### config.mk
export PLATFORM = sky130hd
export DESIGN_NAME = trap_entry_seq_flat
export DESIGN_NICKNAME = d
export VERILOG_FILES = /design/src/rtl/trap_entry_seq_if.sv /design/src/rtl/trap_entry_seq.sv /design/src/flat_wrapper.sv
export SDC_FILE = /design/constraint.sdc
export NUM_CORES = 1
export LEC_CHECK = 0
export CORE_UTILIZATION = 36
export CTS_BUF_LIST = sky130_fd_sc_hd__clkbuf_16
export CTS_CLUSTER_SIZE = 24
export DETAILED_ROUTE_END_ITERATION = 8
export HOLD_SLACK_MARGIN = 0.15
export PLACE_DENSITY = 0.88
export SLEW_MARGIN = 40
export SYNTH_ARGS = -nofsm -noshare
export SYNTH_HDL_FRONTEND = slang
export SYNTH_SLANG_ARGS = --single-unit
### constraint.sdc
create_clock -name clk -period 2.2 [get_ports clk]
set_input_delay 0.22 -clock clk [delete_from_list [all_inputs] [get_ports clk]]
set_output_delay 0.22 -clock clk [all_outputs]
set_load 0.1 [all_outputs]
### src/rtl/trap_entry_seq_if.sv
// Bus between the M-stage fault pipeline and the trap entry sequencer.
interface trap_entry_seq_if #(
    parameter int unsigned XLEN = 64
);
    logic            InstrValidM;
    logic            InstrPageFaultM;
    logic            InstrAccessFaultM;
    logic            HPTWInstrAccessFaultM;
    logic            IllegalIEUFPUInstrM;
    logic            PendingIntM;
    logic [3:0]      IntCodeM;
    logic [XLEN-1:0] PCM;
    logic [31:0]     InstrM;
    logic            BusIdleM;
    logic            RedirectAckF;
    logic            TrapStallM;
    logic            TrapM;
    logic            FlushAllM;
    logic [XLEN-1:0] CauseM;
    logic [XLEN-1:0] TvalM;
    logic            DrainTimeout;

    // Pipeline / fetch side: supplies faults and handshakes, sees trap outputs.
    modport master (
        output InstrValidM, InstrPageFaultM, InstrAccessFaultM, HPTWInstrAccessFaultM,
        output IllegalIEUFPUInstrM, PendingIntM, IntCodeM, PCM, InstrM, BusIdleM, RedirectAckF,
        input  TrapStallM, TrapM, FlushAllM, CauseM, TvalM, DrainTimeout
    );

    // Trap sequencer side.
    modport slave (
        input  InstrValidM, InstrPageFaultM, InstrAccessFaultM, HPTWInstrAccessFaultM,
        input  IllegalIEUFPUInstrM, PendingIntM, IntCodeM, PCM, InstrM, BusIdleM, RedirectAckF,
        output TrapStallM, TrapM, FlushAllM, CauseM, TvalM, DrainTimeout
    );
endinterface

### src/rtl/trap_entry_seq.sv
// Prioritizes M-stage faults and interrupts into cause/tval and sequences
// trap entry: drain bus activity, commit for one cycle, wait for redirect ack.
module trap_entry_seq #(
    parameter int unsigned XLEN      = 64,
    parameter int unsigned DRAIN_MAX = 15
) (
    input logic             clk,
    input logic             reset,
    trap_entry_seq_if.slave bus
);
    localparam int unsigned     CntW    = $clog2(DRAIN_MAX + 1);
    localparam logic [CntW-1:0] CntLast = CntW'(DRAIN_MAX - 1);
    localparam logic [CntW-1:0] CntSat  = CntW'(DRAIN_MAX);

    typedef enum logic [1:0] {
        Idle     = 2'd0,
        Drain    = 2'd1,
        Commit   = 2'd2,
        Redirect = 2'd3
    } stateT;

    stateT           state;
    stateT           nextState;
    logic [CntW-1:0] drainCnt;
    logic            faultM;
    logic            eventM;
    logic            loadCause;
    logic            cntClr;
    logic            setTimeout;
    logic            stallC;
    logic [XLEN-1:0] causeSel;
    logic [XLEN-1:0] tvalSel;
    logic [XLEN-1:0] causeReg;
    logic [XLEN-1:0] tvalReg;
    logic            trapReg;
    logic            timeoutReg;

    // Trap-worthy condition; faults only count for a valid instruction.
    always_comb begin
        faultM = bus.InstrValidM & (bus.InstrPageFaultM | bus.InstrAccessFaultM |
                                    bus.HPTWInstrAccessFaultM | bus.IllegalIEUFPUInstrM);
        eventM = bus.PendingIntM | faultM;
    end

    // Cause/tval priority: interrupt, page fault, access fault, illegal instruction.
    always_comb begin
        causeSel = '0;
        tvalSel  = '0;
        if (bus.PendingIntM) begin
            causeSel[XLEN-1] = 1'b1;
            causeSel[3:0]    = bus.IntCodeM;
        end else if (bus.InstrPageFaultM) begin
            causeSel = XLEN'(12);
            tvalSel  = bus.PCM;
        end else if (bus.InstrAccessFaultM | bus.HPTWInstrAccessFaultM) begin
            causeSel = XLEN'(1);
            tvalSel  = bus.PCM;
        end else begin
            causeSel = XLEN'(2);
            tvalSel  = XLEN'(bus.InstrM);
        end
    end

    // Next-state and control decode.
    always_comb begin
        nextState  = state;
        loadCause  = 1'b0;
        cntClr     = 1'b0;
        setTimeout = 1'b0;
        unique case (state)
            Idle: begin
                if (eventM) begin
                    loadCause = 1'b1;
                    if (bus.BusIdleM) begin
                        nextState = Commit;
                    end else begin
                        nextState = Drain;
                        cntClr    = 1'b1;
                    end
                end
            end
            Drain: begin
                if (bus.BusIdleM) begin
                    nextState = Commit;
                end else if (drainCnt == CntLast) begin
                    nextState  = Commit;
                    setTimeout = 1'b1;
                end
            end
            Commit: begin
                nextState = Redirect;
            end
            Redirect: begin
                if (bus.RedirectAckF) begin
                    nextState = Idle;
                end
            end
            default: begin
                nextState = Idle;
            end
        endcase
    end

    // Stall is immediate on an event seen in Idle, then held for the whole entry.
    always_comb begin
        stallC = (state != Idle) | eventM;
    end

    // State, commit pulse, captured cause/tval and sticky timeout.
    always_ff @(posedge clk or posedge reset) begin
        if (reset) begin
            state      <= Idle;
            trapReg    <= 1'b0;
            causeReg   <= '0;
            tvalReg    <= '0;
            timeoutReg <= 1'b0;
        end else begin
            state   <= nextState;
            trapReg <= (nextState == Commit);
            if (loadCause) begin
                causeReg <= causeSel;
                tvalReg  <= tvalSel;
            end
            if (setTimeout) begin
                timeoutReg <= 1'b1;
            end
        end
    end

    // Drain cycle counter; cleared on entry, saturates instead of wrapping.
    always_ff @(posedge clk or posedge reset) begin
        if (reset) begin
            drainCnt <= '0;
        end else if (cntClr) begin
            drainCnt <= '0;
        end else if ((state == Drain) && (drainCnt != CntSat)) begin
            drainCnt <= drainCnt + CntW'(1);
        end
    end

    assign bus.TrapStallM   = stallC;
    assign bus.TrapM        = trapReg;
    assign bus.FlushAllM    = trapReg;
    assign bus.CauseM       = causeReg;
    assign bus.TvalM        = tvalReg;
    assign bus.DrainTimeout = timeoutReg;

endmodule

### src/flat_wrapper.sv
// flat-port wrapper written by rule: the top's interface ports become plain ports
module trap_entry_seq_flat 
#(
    parameter int unsigned XLEN      = 64,
    parameter int unsigned DRAIN_MAX = 15
)
  (clk, reset, bus_InstrValidM, bus_InstrPageFaultM, bus_InstrAccessFaultM, bus_HPTWInstrAccessFaultM, bus_IllegalIEUFPUInstrM, bus_PendingIntM, bus_IntCodeM, bus_PCM, bus_InstrM, bus_BusIdleM, bus_RedirectAckF, bus_TrapStallM, bus_TrapM, bus_FlushAllM, bus_CauseM, bus_TvalM, bus_DrainTimeout);
  trap_entry_seq_if #(.XLEN(XLEN)) bus_i ();
  input logic clk;
  input logic reset;
  input wire logic [$bits(bus_i.InstrValidM)-1:0] bus_InstrValidM;
  input wire logic [$bits(bus_i.InstrPageFaultM)-1:0] bus_InstrPageFaultM;
  input wire logic [$bits(bus_i.InstrAccessFaultM)-1:0] bus_InstrAccessFaultM;
  input wire logic [$bits(bus_i.HPTWInstrAccessFaultM)-1:0] bus_HPTWInstrAccessFaultM;
  input wire logic [$bits(bus_i.IllegalIEUFPUInstrM)-1:0] bus_IllegalIEUFPUInstrM;
  input wire logic [$bits(bus_i.PendingIntM)-1:0] bus_PendingIntM;
  input wire logic [$bits(bus_i.IntCodeM)-1:0] bus_IntCodeM;
  input wire logic [$bits(bus_i.PCM)-1:0] bus_PCM;
  input wire logic [$bits(bus_i.InstrM)-1:0] bus_InstrM;
  input wire logic [$bits(bus_i.BusIdleM)-1:0] bus_BusIdleM;
  input wire logic [$bits(bus_i.RedirectAckF)-1:0] bus_RedirectAckF;
  output wire logic [$bits(bus_i.TrapStallM)-1:0] bus_TrapStallM;
  output wire logic [$bits(bus_i.TrapM)-1:0] bus_TrapM;
  output wire logic [$bits(bus_i.FlushAllM)-1:0] bus_FlushAllM;
  output wire logic [$bits(bus_i.CauseM)-1:0] bus_CauseM;
  output wire logic [$bits(bus_i.TvalM)-1:0] bus_TvalM;
  output wire logic [$bits(bus_i.DrainTimeout)-1:0] bus_DrainTimeout;
  assign bus_i.InstrValidM = bus_InstrValidM;
  assign bus_i.InstrPageFaultM = bus_InstrPageFaultM;
  assign bus_i.InstrAccessFaultM = bus_InstrAccessFaultM;
  assign bus_i.HPTWInstrAccessFaultM = bus_HPTWInstrAccessFaultM;
  assign bus_i.IllegalIEUFPUInstrM = bus_IllegalIEUFPUInstrM;
  assign bus_i.PendingIntM = bus_PendingIntM;
  assign bus_i.IntCodeM = bus_IntCodeM;
  assign bus_i.PCM = bus_PCM;
  assign bus_i.InstrM = bus_InstrM;
  assign bus_i.BusIdleM = bus_BusIdleM;
  assign bus_i.RedirectAckF = bus_RedirectAckF;
  assign bus_TrapStallM = bus_i.TrapStallM;
  assign bus_TrapM = bus_i.TrapM;
  assign bus_FlushAllM = bus_i.FlushAllM;
  assign bus_CauseM = bus_i.CauseM;
  assign bus_TvalM = bus_i.TvalM;
  assign bus_DrainTimeout = bus_i.DrainTimeout;
  trap_entry_seq #(.XLEN(XLEN), .DRAIN_MAX(DRAIN_MAX)) u_core (.clk(clk), .reset(reset), .bus(bus_i));
endmodule
==> results.ini, run 1 <==
[setup_path]
ff2ff_setup_slack_ns = 0.39
crit_path_start_kind = flop
end_kind = output port
worstSetupPathType = flop to output port
cp.required_ns = 1.98
worst_ep_arrival_time_ns = 1.75
crit_fanout = 6

[yosys]
synth-seq-area-share = 0.419
synthCells = 423
synthTopCellsByCount = dfrtp_1, buf_4, mux2_2
yosys-top-cells-area = dfrtp_1, mux2_2, buf_4
syn-mean-instance-area_sq_um = 10.9
synth_area_sq_um = 4600
async_flop_share = 1.00
yosysMostFrequentCell = dfrtp_1
yosysTopAreaCellShare = 0.419
synth.distinct_cells = 35
synth-main-ff-cell = dfrtp_1
yosysTopAreaCell = dfrtp_1
yosysWarnings = 0
synth-seq-cells = 77
synth_edf_count = 0

[detailed_routing]
via_per_inst = 4.99
routed-wl-met3_um = 852
wl_per_cell_um = 16.5
drc_errors = 0
wl_met1_um = 4870
detail-route-antenna-nets = 0
drtIter0Drc = 114
drt_pass1_iterations = 6
met2_length_um = 6500
num_vias = 3792
routed.top_layer = met4
wl_um = 12600

[clocking]
path_clk_slew_ns = 0.06
cts_resized = 0
htreeDepth = 3
cts_made_buffers = 9
holdBufCountCts = 0
clkSinkCount = 77
cts_max_path_buffers = 2
root_buffer = clkbuf_16
cts_tree = built
postCtsSetupBuffers = 0
clock_latency_ns = 0.33

[job]
max_cap_viol_count = 0

[timing]
worst_slack_ns = 0.232
worst_pin_slew_ns = 0.575
final_hold_viol_count = 0
slew_headroom = 0.616
finalClockSkew_ns = 0.00896
rsz0062_at_grt = no
finalMaxSlewViolations = 0
setup_viol = 0
setup_tns_ns = 0
fin_crit_sh = 0.895
fmax_ghz = 0.508
post-route-min-period_ns = 1.97

[power_and_ir_drop]
vdd_drop_max_v = 0.00102
power_density_nw_per_um2 = 1660
total_power_mw = 10.8
leakage_nw = 2.87

[finish]
final_cells = 760
drive_gt1_frac = 0.331
insertedDiodeCount = 0
area_growth_pct = 40.4
nets = 699
final_util = 0.529

[global_route]
grt_pass1_wl_um = 19500
grt_max_degree = 51
grt.overflow.total = 0
grtUsageTotal = 0.192
antenna_found_initial = 0
grt_pass1_vias = 3830

[floorplanning]
die_area_sq_um = 13200
die_w_um = 115
coreArea_sq_um = 12200
rows = 40
io-pin-count = 242
start_util = 0.377
dieHeight_um = 115

[place]
detailedPlace.worstSlack_ns = 0.316
dp.cells = 744
dpl.hpwl_um = 9310
io_buffers = 182
gp_congestion = 0.789

[status]
outcome = completed

[worst_hold_path]
hp-class = input port to async pin

-- flip-flops by register name (all words and copies together), names as in the netlist --
signal	cells
u_core.bus.CauseM	5
u_core.bus.DrainTimeout	1
u_core.bus.FlushAllM	1
u_core.bus.TvalM	64
u_core.drainCnt	4
u_core.state	2
-- worst paths after layout --
kind,from,endpoint,cells past startpoint
setup / recovery,u_core.state[1]$_DFF_PP0_,bus_TrapStallM,3
hold reg to reg,u_core.bus.DrainTimeout$_DFFE_PP0P_,u_core.bus.DrainTimeout$_DFFE_PP0P_,1
min in group clk,bus_HPTWInstrAccessFaultM,u_core.bus.TvalM[26]$_DFFE_PP0P_,4
max in group asynchronous,reset,u_core.bus.TvalM[52]$_DFFE_PP0P_,3
setup reg to reg,u_core.state[1]$_DFF_PP0_,u_core.bus.TvalM[11]$_DFFE_PP0P_,4
hold / removal,reset,u_core.bus.TvalM[42]$_DFFE_PP0P_,2
-- where the power goes --
| group | switching (mW) | internal, mW | total (mW) |
|---|---|---|---|
| logic | 5.41 | 1.60 | 7.02 |
| registers | 0.372 | 2.01 | 2.38 |
| clock network | 0.594 | 0.757 | 1.35 |
-- layout by cell type (no fill, tap or decap), drive strengths merged, types with 2 or more instances in the layout --
cell and instances:
nor2 2, mux2i 2, nor3b 33, a21oi 39, mux2 68, nor3 4
nor2b 3, clkbuf 9, nand2 4, a311oi 2, clkinvlp 2, nand3 4
inv 6, ha 2, clkdlybuf4s50 105, clkinv 4, or4b 32, o31ai 34
buf 90, dfrtp 77, conb 59
-- per-layer routing --
| layer | track usage | up-vias |
|---|---|---|
| li1 | - | 1759 |
| met3 | 0.0474 | 23 |
| met2 | 0.348 | 186 |
| met1 | 0.210 | 1824 |
| met4 | 0.0892 | 0 |
| met5 | 0 | - |
-- area by class of cell --
cell class | count | area [sq um]
Tap cell | 168 | 210
Clock inverter | 7 | 45.0
Fill cell | 1030 | 5750
Inverter | 5 | 20.0
Multi-Input combinational cell | 299 | 2270
Timing Repair Buffer | 195 | 1770
Sequential cell | 77 | 1930
Clock buffer | 9 | 225
-- through the flow --
stage	cell area, sq um	hold slack [ns]
floorplan	4820	0.409
global placement	6190	0.470
detailed placement	6190	0.477
CTS	6460	0.261
global route	6460	0.298
finish	6460	0.243
-- critical path: stages, from the launching register on --
cell     delay [ns]
dfrtp_1        0.43
or2_2          0.38
or3_1          0.42
buf_12         0.19
-- cells by family after synthesis --
kind of cell / share of synthesized area
flops: 0.419
compound gates: 0.117
other cells: 0.000815
fa+ha+maj: 0.00544
buf+inv: 0.139
mux: 0.171
simple gates: 0.148
Power figures use the tool's default switching activity.
==> inputs of run 2 (changes only) <==
- PLACE_DENSITY: 0.88 -> 0.76
==> run 2 against run 1 <==
Against the previous run:
- critical path type unchanged
- die area unchanged
- clock power increased by 7%
- worst setup slack got worse by 0.0046 ns
- sequential power about the same
- wire length decreased by 0.24%
- cell area increased by 0.52%
- non-clock buffer count increased by 3
- via count unchanged
- clock-buffer cell count unchanged
- critical path depth unchanged
- flip-flop and latch count unchanged
- combinational power about the same
- highest routed layer unchanged
- critical endpoint unchanged
==> results.ini, run 2 (synthesized netlist as in run 1, its figures left out) <==
[detailed_routing]
detail-route-antenna-nets = 0  ; unchanged
wl_per_cell_um = 16.4  ; -0.63%
drtIter0Drc = 177  ; +55%
drt_pass1_iterations = 5  ; -1
num_vias = 3792  ; unchanged
drc_errors = 0  ; unchanged
wl_um = 12500  ; -0.24%
via_per_inst = 4.97  ; -0.39%

[timing]
post-route-min-period_ns = 1.97  ; +0.00464 ns
whs_ns = 0.461  ; +0.218 ns
slew_headroom = 0.565  ; -0.0516
setup_viol = 0  ; unchanged
worst_pin_slew_ns = 0.649  ; +0.0741 ns
rsz0062_at_grt = no
fmax_ghz = 0.507  ; -0.24%
setup_tns_ns = 0  ; unchanged
finalMaxSlewViolations = 0  ; unchanged
fin_crit_sh = 0.897  ; +0.00211
finalClockSkew_ns = 0.00402  ; -0.00494 ns
final_hold_viol_count = 0  ; unchanged

[global_route]
grt_max_degree = 54  ; +5.9%
antenna_found_initial = 0  ; unchanged
grt.overflow.total = 0  ; unchanged
grtUsageTotal = 0.195  ; +0.00302
grt_pass1_vias = 3850  ; +0.52%
grt_pass1_wl_um = 19800  ; +1.5%

[finish]
layout_common_cells = clkdlybuf4s50_1, buf_4, dfrtp_1
insertedDiodeCount = 0  ; unchanged
nets = 702  ; +0.43%
final_common_cell = clkdlybuf4s50_1
largest_reg_flops = 64  ; unchanged
final_util = 0.532  ; +0.00277
drive_gt1_frac = 0.333  ; +0.00169
area_growth_pct = 41.2

[power_and_ir_drop]
combPwrFrac = 0.646  ; -0.007
total_power_mw = 10.8  ; +0.70%
pwr-share-clk = 0.134  ; +0.008
seqPwrFrac = 0.220  ; -0.002
vdd_drop_max_v = 0.00115  ; +13%
p_sw_mw = 6.34  ; -0.59%
leakage_nw = 2.89  ; +0.58%
internal_power_mw = 4.49  ; +2.6%
power_density_nw_per_um2 = 1670  ; +0.18%
sw_frac_of_total = 0.586  ; -0.00762

[setup_path]
worst_ep_arrival_time_ns = 1.75  ; about the same
cp.required_ns = 1.98  ; about the same
end_kind = output port
crit_path_start_kind = flop
crit_fanout = 6  ; unchanged
worstSetupPathType = flop to output port

[clocking]
htreeDepth = 3  ; unchanged
clock_latency_ns = 0.33  ; about the same
cts_resized = 0  ; unchanged
cts_made_buffers = 9  ; unchanged
root_buffer = clkbuf_16
cts_tree = built
cts_max_path_buffers = 2  ; unchanged
path_clk_slew_ns = 0.06  ; about the same
clkSinkCount = 77  ; unchanged

[place]
dpl.hpwl_um = 9040  ; -3.0%
gp_congestion = 0.781  ; -1.1%
io_buffers = 182  ; unchanged

[floorplanning]
die_area_sq_um = 13200  ; unchanged
rows = 40  ; unchanged
io-pin-count = 242  ; unchanged
die_w_um = 115  ; unchanged
dieHeight_um = 115  ; unchanged
coreArea_sq_um = 12200  ; unchanged
start_util = 0.377  ; unchanged

[job]
max_cap_viol_count = 0  ; unchanged

[status]
outcome = completed

[worst_hold_path]
hp-class = input port to flop

run 2: through the flow:
stage	setup WS (ns)	std cells	cell area, sq um
2_1_floorplan	0.0133	481	4820
3_3_place_gp	0.274	746	6190
3_5_place_dp	0.235	746	6190
4_1_cts	0.212	763	6490
5_1_grt	0.174	763	6490
6_report	0.227	763	6490
run 2: final timing paths:
path / startpoint / end / slack [ns] / depth (start not counted)
max in group asynchronous: reset / u_core.bus.TvalM[12]$_DFFE_PP0P_ / 0.91 / 4
min in group asynchronous: reset / u_core.bus.TvalM[63]$_DFFE_PP0P_ / 0.71 / 3
worst max-delay path: u_core.state[1]$_DFF_PP0_ / bus_TrapStallM / 0.23 / 3
worst min-delay path: bus_PendingIntM / u_core.bus.CauseM[63]$_DFFE_PP0P_ / 0.46 / 3
worst max register to register: u_core.state[1]$_DFF_PP0_ / u_core.bus.TvalM[38]$_DFFE_PP0P_ / 0.38 / 4
worst min register to register: u_core.bus.DrainTimeout$_DFFE_PP0P_ / u_core.bus.DrainTimeout$_DFFE_PP0P_ / 0.48 / 1
run 2: metal layers:
layer	vias to the layer above	part of all wire	global-route usage
met4	0	0.019	0.0753
met3	16	0.098	0.0706
met5	-	0	0
li1	1768	-	-
met1	1834	0.40	0.225
met2	174	0.48	0.329
run 2: final cells by class:
class / instances / area [sq um]
well taps: 168 / 210
flip-flops and latches: 77 / 1930
repair buffers: 198 / 1780
fillers: 1086 / 5720
clock inverters: 7 / 66.3
multi-input cells: 299 / 2270
inverters: 5 / 20.0
clock buffers: 9 / 225
run 2: power by group through the flow:
stage | sequential (mW) | combinational (mW) | clock, mW
6_report | 2.39 | 6.99 | 1.45
5_1_grt | 2.47 | 7.22 | 1.56
4_1_cts | 2.39 | 7.03 | 1.50
3_5_place_dp | 2.40 | 7.03 | 0
3_3_place_gp | 2.36 | 6.96 | 0
2_1_floorplan | 6.23 | 1.76 | 0
run 2: repair_timing:
action	in CTS	in global routing
hold buffers	1	0
hold endpoints to repair	14	0
setup buffers	0	0
run 2: worst max-delay path, cell delays in order (launching register included):
cell and delay [ns]:
dfrtp_1 0.43, or2_2 0.38, or3_1 0.42, buf_12 0.19
==> inputs of run 3 (changes only) <==
- clock period: 2.2 -> 1.8 ns (I/O delays scaled with it)
==> run 3 against run 2 <==
Against the previous run:
- die area unchanged
- combinational power up 23%
- sequential share of layout area fell by 0.70 points
- final cell count grew 0.39%
==> results.ini, run 3 (synthesized netlist as in run 1, its figures left out) <==
[status]
outcome = completed

[finish]
insertedDiodeCount = 0  ; unchanged
layout_common_cells = clkdlybuf4s50_1, buf_4, dfrtp_1
area_growth_pct = 44.6
nets = 706  ; +0.57%
fin_area_sq_um = 6650  ; +2.4%
largest_reg_flops = 64  ; unchanged
drive_gt1_frac = 0.343  ; +0.0100
final_common_cell = clkdlybuf4s50_1
fillers = 1060  ; -2.4%

[setup_path]
max_stage_delay_ns = 0.44  ; about the same
worst_ep_arrival_time_ns = 1.55  ; -0.20 ns
crit_slowest_cell = clkdlybuf4s50_1
crit_path_start_kind = input port
crit_fanout = 2  ; -4
cp_cell_sequence = clkdlybuf4s50_1 -> o41a_1 -> or3_4 -> buf_12
cp.required_ns = 1.62  ; -0.36 ns
worstSetupPathType = input port to output port
end_kind = output port

[detailed_routing]
detail-route-antenna-nets = 0  ; unchanged
num_vias = 3749  ; -1.1%
met2_length_um = 5720  ; -5.5%
drt_pass1_iterations = 4  ; -1
wl_met1_um = 5210  ; +3.5%
drtIter0Drc = 183  ; +3.4%
drc_errors = 0  ; unchanged
routed-wl-met3_um = 1110  ; -9.5%
via_per_inst = 4.89  ; -1.5%
routed.top_layer = met4
wl_um = 12200  ; -2.5%
wl_per_cell_um = 16.0  ; -2.9%

[clocking]
clock_latency_ns = 0.33  ; about the same
path_clk_slew_ns = 0.06  ; about the same
cts_max_path_buffers = 2  ; unchanged
root_buffer = clkbuf_16
cts_resized = 2  ; +2
clkSinkCount = 77  ; unchanged
cts_tree = built
holdBufCountCts = 0  ; -1
postCtsSetupBuffers = 0  ; unchanged
cts_made_buffers = 9  ; unchanged
htreeDepth = 3  ; unchanged

[global_route]
grt_pass1_wl_um = 19400  ; -1.7%
grtUsageTotal = 0.190  ; -0.00500
grt.overflow.total = 0  ; unchanged
grt_max_degree = 52  ; -3.7%
grt_pass1_vias = 3809  ; -1.1%
antenna_found_initial = 0  ; unchanged

[floorplanning]
dieHeight_um = 115  ; unchanged
die_w_um = 115  ; unchanged
rows = 40  ; unchanged
die_area_sq_um = 13200  ; unchanged
io-pin-count = 242  ; unchanged
start_util = 0.377  ; unchanged
coreArea_sq_um = 12200  ; unchanged

[timing]
worst_slack_ns = 0.0707  ; -0.156 ns
rsz0062_at_grt = no
whs_ns = 0.283  ; -0.179 ns
finalMaxSlewViolations = 0  ; unchanged
setup_viol = 0  ; unchanged
final_hold_viol_count = 0  ; unchanged
fmax_ghz = 0.578
worst_pin_slew_ns = 0.538  ; -0.111 ns
fin_crit_sh = 0.961
finalClockSkew_ns = 0.00529  ; +0.00127 ns
slew_headroom = 0.641  ; +0.0768
post-route-min-period_ns = 1.73

[power_and_ir_drop]
leakage_nw = 2.95  ; +2.3%
power_density_nw_per_um2 = 2060  ; +24%
vdd_drop_max_v = 0.00115  ; -0.38%

[worst_hold_path]
hp-class = input port to async pin

[place]
dpl.hpwl_um = 8730  ; -3.5%
dpl-instance-area_sq_um = 6280  ; +1.5%
detailedPlace.worstSlack_ns = -0.115  ; -0.350 ns
io_buffers = 182  ; unchanged
gp_congestion = 0.755  ; -3.3%

[job]
max_cap_viol_count = 0  ; unchanged

## run 3: changes by cell type in the layout (fill, tap and decap cells not counted)
cell / delta
clkinv_1: -1
buf_4: +1
buf_12: +4
or2_4: +1
bufinv_16: +3
clkinv_2: -2
or3_4: +1
dlygate4sd3_1: -1
inv_6: -1
or2_2: -1
or3_1: -1
clkinv_4: +1
inv_1: -1
## run 3: metal layers
layer,GRT usage,vias up
met5,0,-
met4,0.0606,0
met3,0.0717,14
met2,0.310,170
met1,0.231,1795
li1,-,1770
## run 3: worst paths after layout
path	from	slack [ns]	depth (start not counted)	to
worst max-delay path	bus_IllegalIEUFPUInstrM	0.07	4	bus_TrapStallM
worst min-delay path	reset	0.28	3	u_core.bus.TvalM[52]$_DFFE_PP0P_
worst max register to register	u_core.state[1]$_DFF_PP0_	0.18	4	u_core.bus.TvalM[36]$_DFFE_PP0P_
worst min register to register	u_core.bus.TvalM[49]$_DFFE_PP0P_	0.49	1	u_core.bus.TvalM[49]$_DFFE_PP0P_
max in group asynchronous	reset	1.18	3	u_core.bus.TvalM[7]$_DFFE_PP0P_
min in group clk	bus_PendingIntM	0.46	4	u_core.state[0]$_DFF_PP0_
## run 3: critical path, delay by kind of cell
| kind | cells | cell delay, ns |
|---|---|---|
| buf+inv | 2 | 0.62 |
| compound gates | 1 | 0.39 |
| simple gates | 1 | 0.36 |
## run 3: where the power goes
part,internal (mW),total (mW),switching [mW]
Sequential,2.46,2.89,0.428
Clock,1.49,2.19,0.701
Combinational,2.02,8.63,6.60
Total,5.97,13.7,7.73
## run 3: cell type report
type | instances | area [sq um] | share of cell area
Timing Repair Buffer | 202 | 1860 | 0.279
Inverter | 5 | 22.5 | 0.00339
Clock buffer | 9 | 225 | 0.0339
Tap cell | 168 | 210 | 0.0316
Clock inverter | 6 | 136 | 0.0205
Sequential cell | 77 | 1930 | 0.290
Multi-Input combinational cell | 299 | 2270 | 0.342
## run 3: through the flow
stage | setup TNS, ns | power [mW] | cells | util
3_3_place_gp | -4.84 | 11.4 | 751 | 0.515
3_5_place_dp | -6.11 | 11.6 | 751 | 0.515
5_1_grt | 0 | 14.2 | 766 | 0.545
4_1_cts | 0 | 13.8 | 766 | 0.545
6_report | 0 | 13.7 | 766 | 0.545
2_1_floorplan | 0 | 9.77 | 481 | -
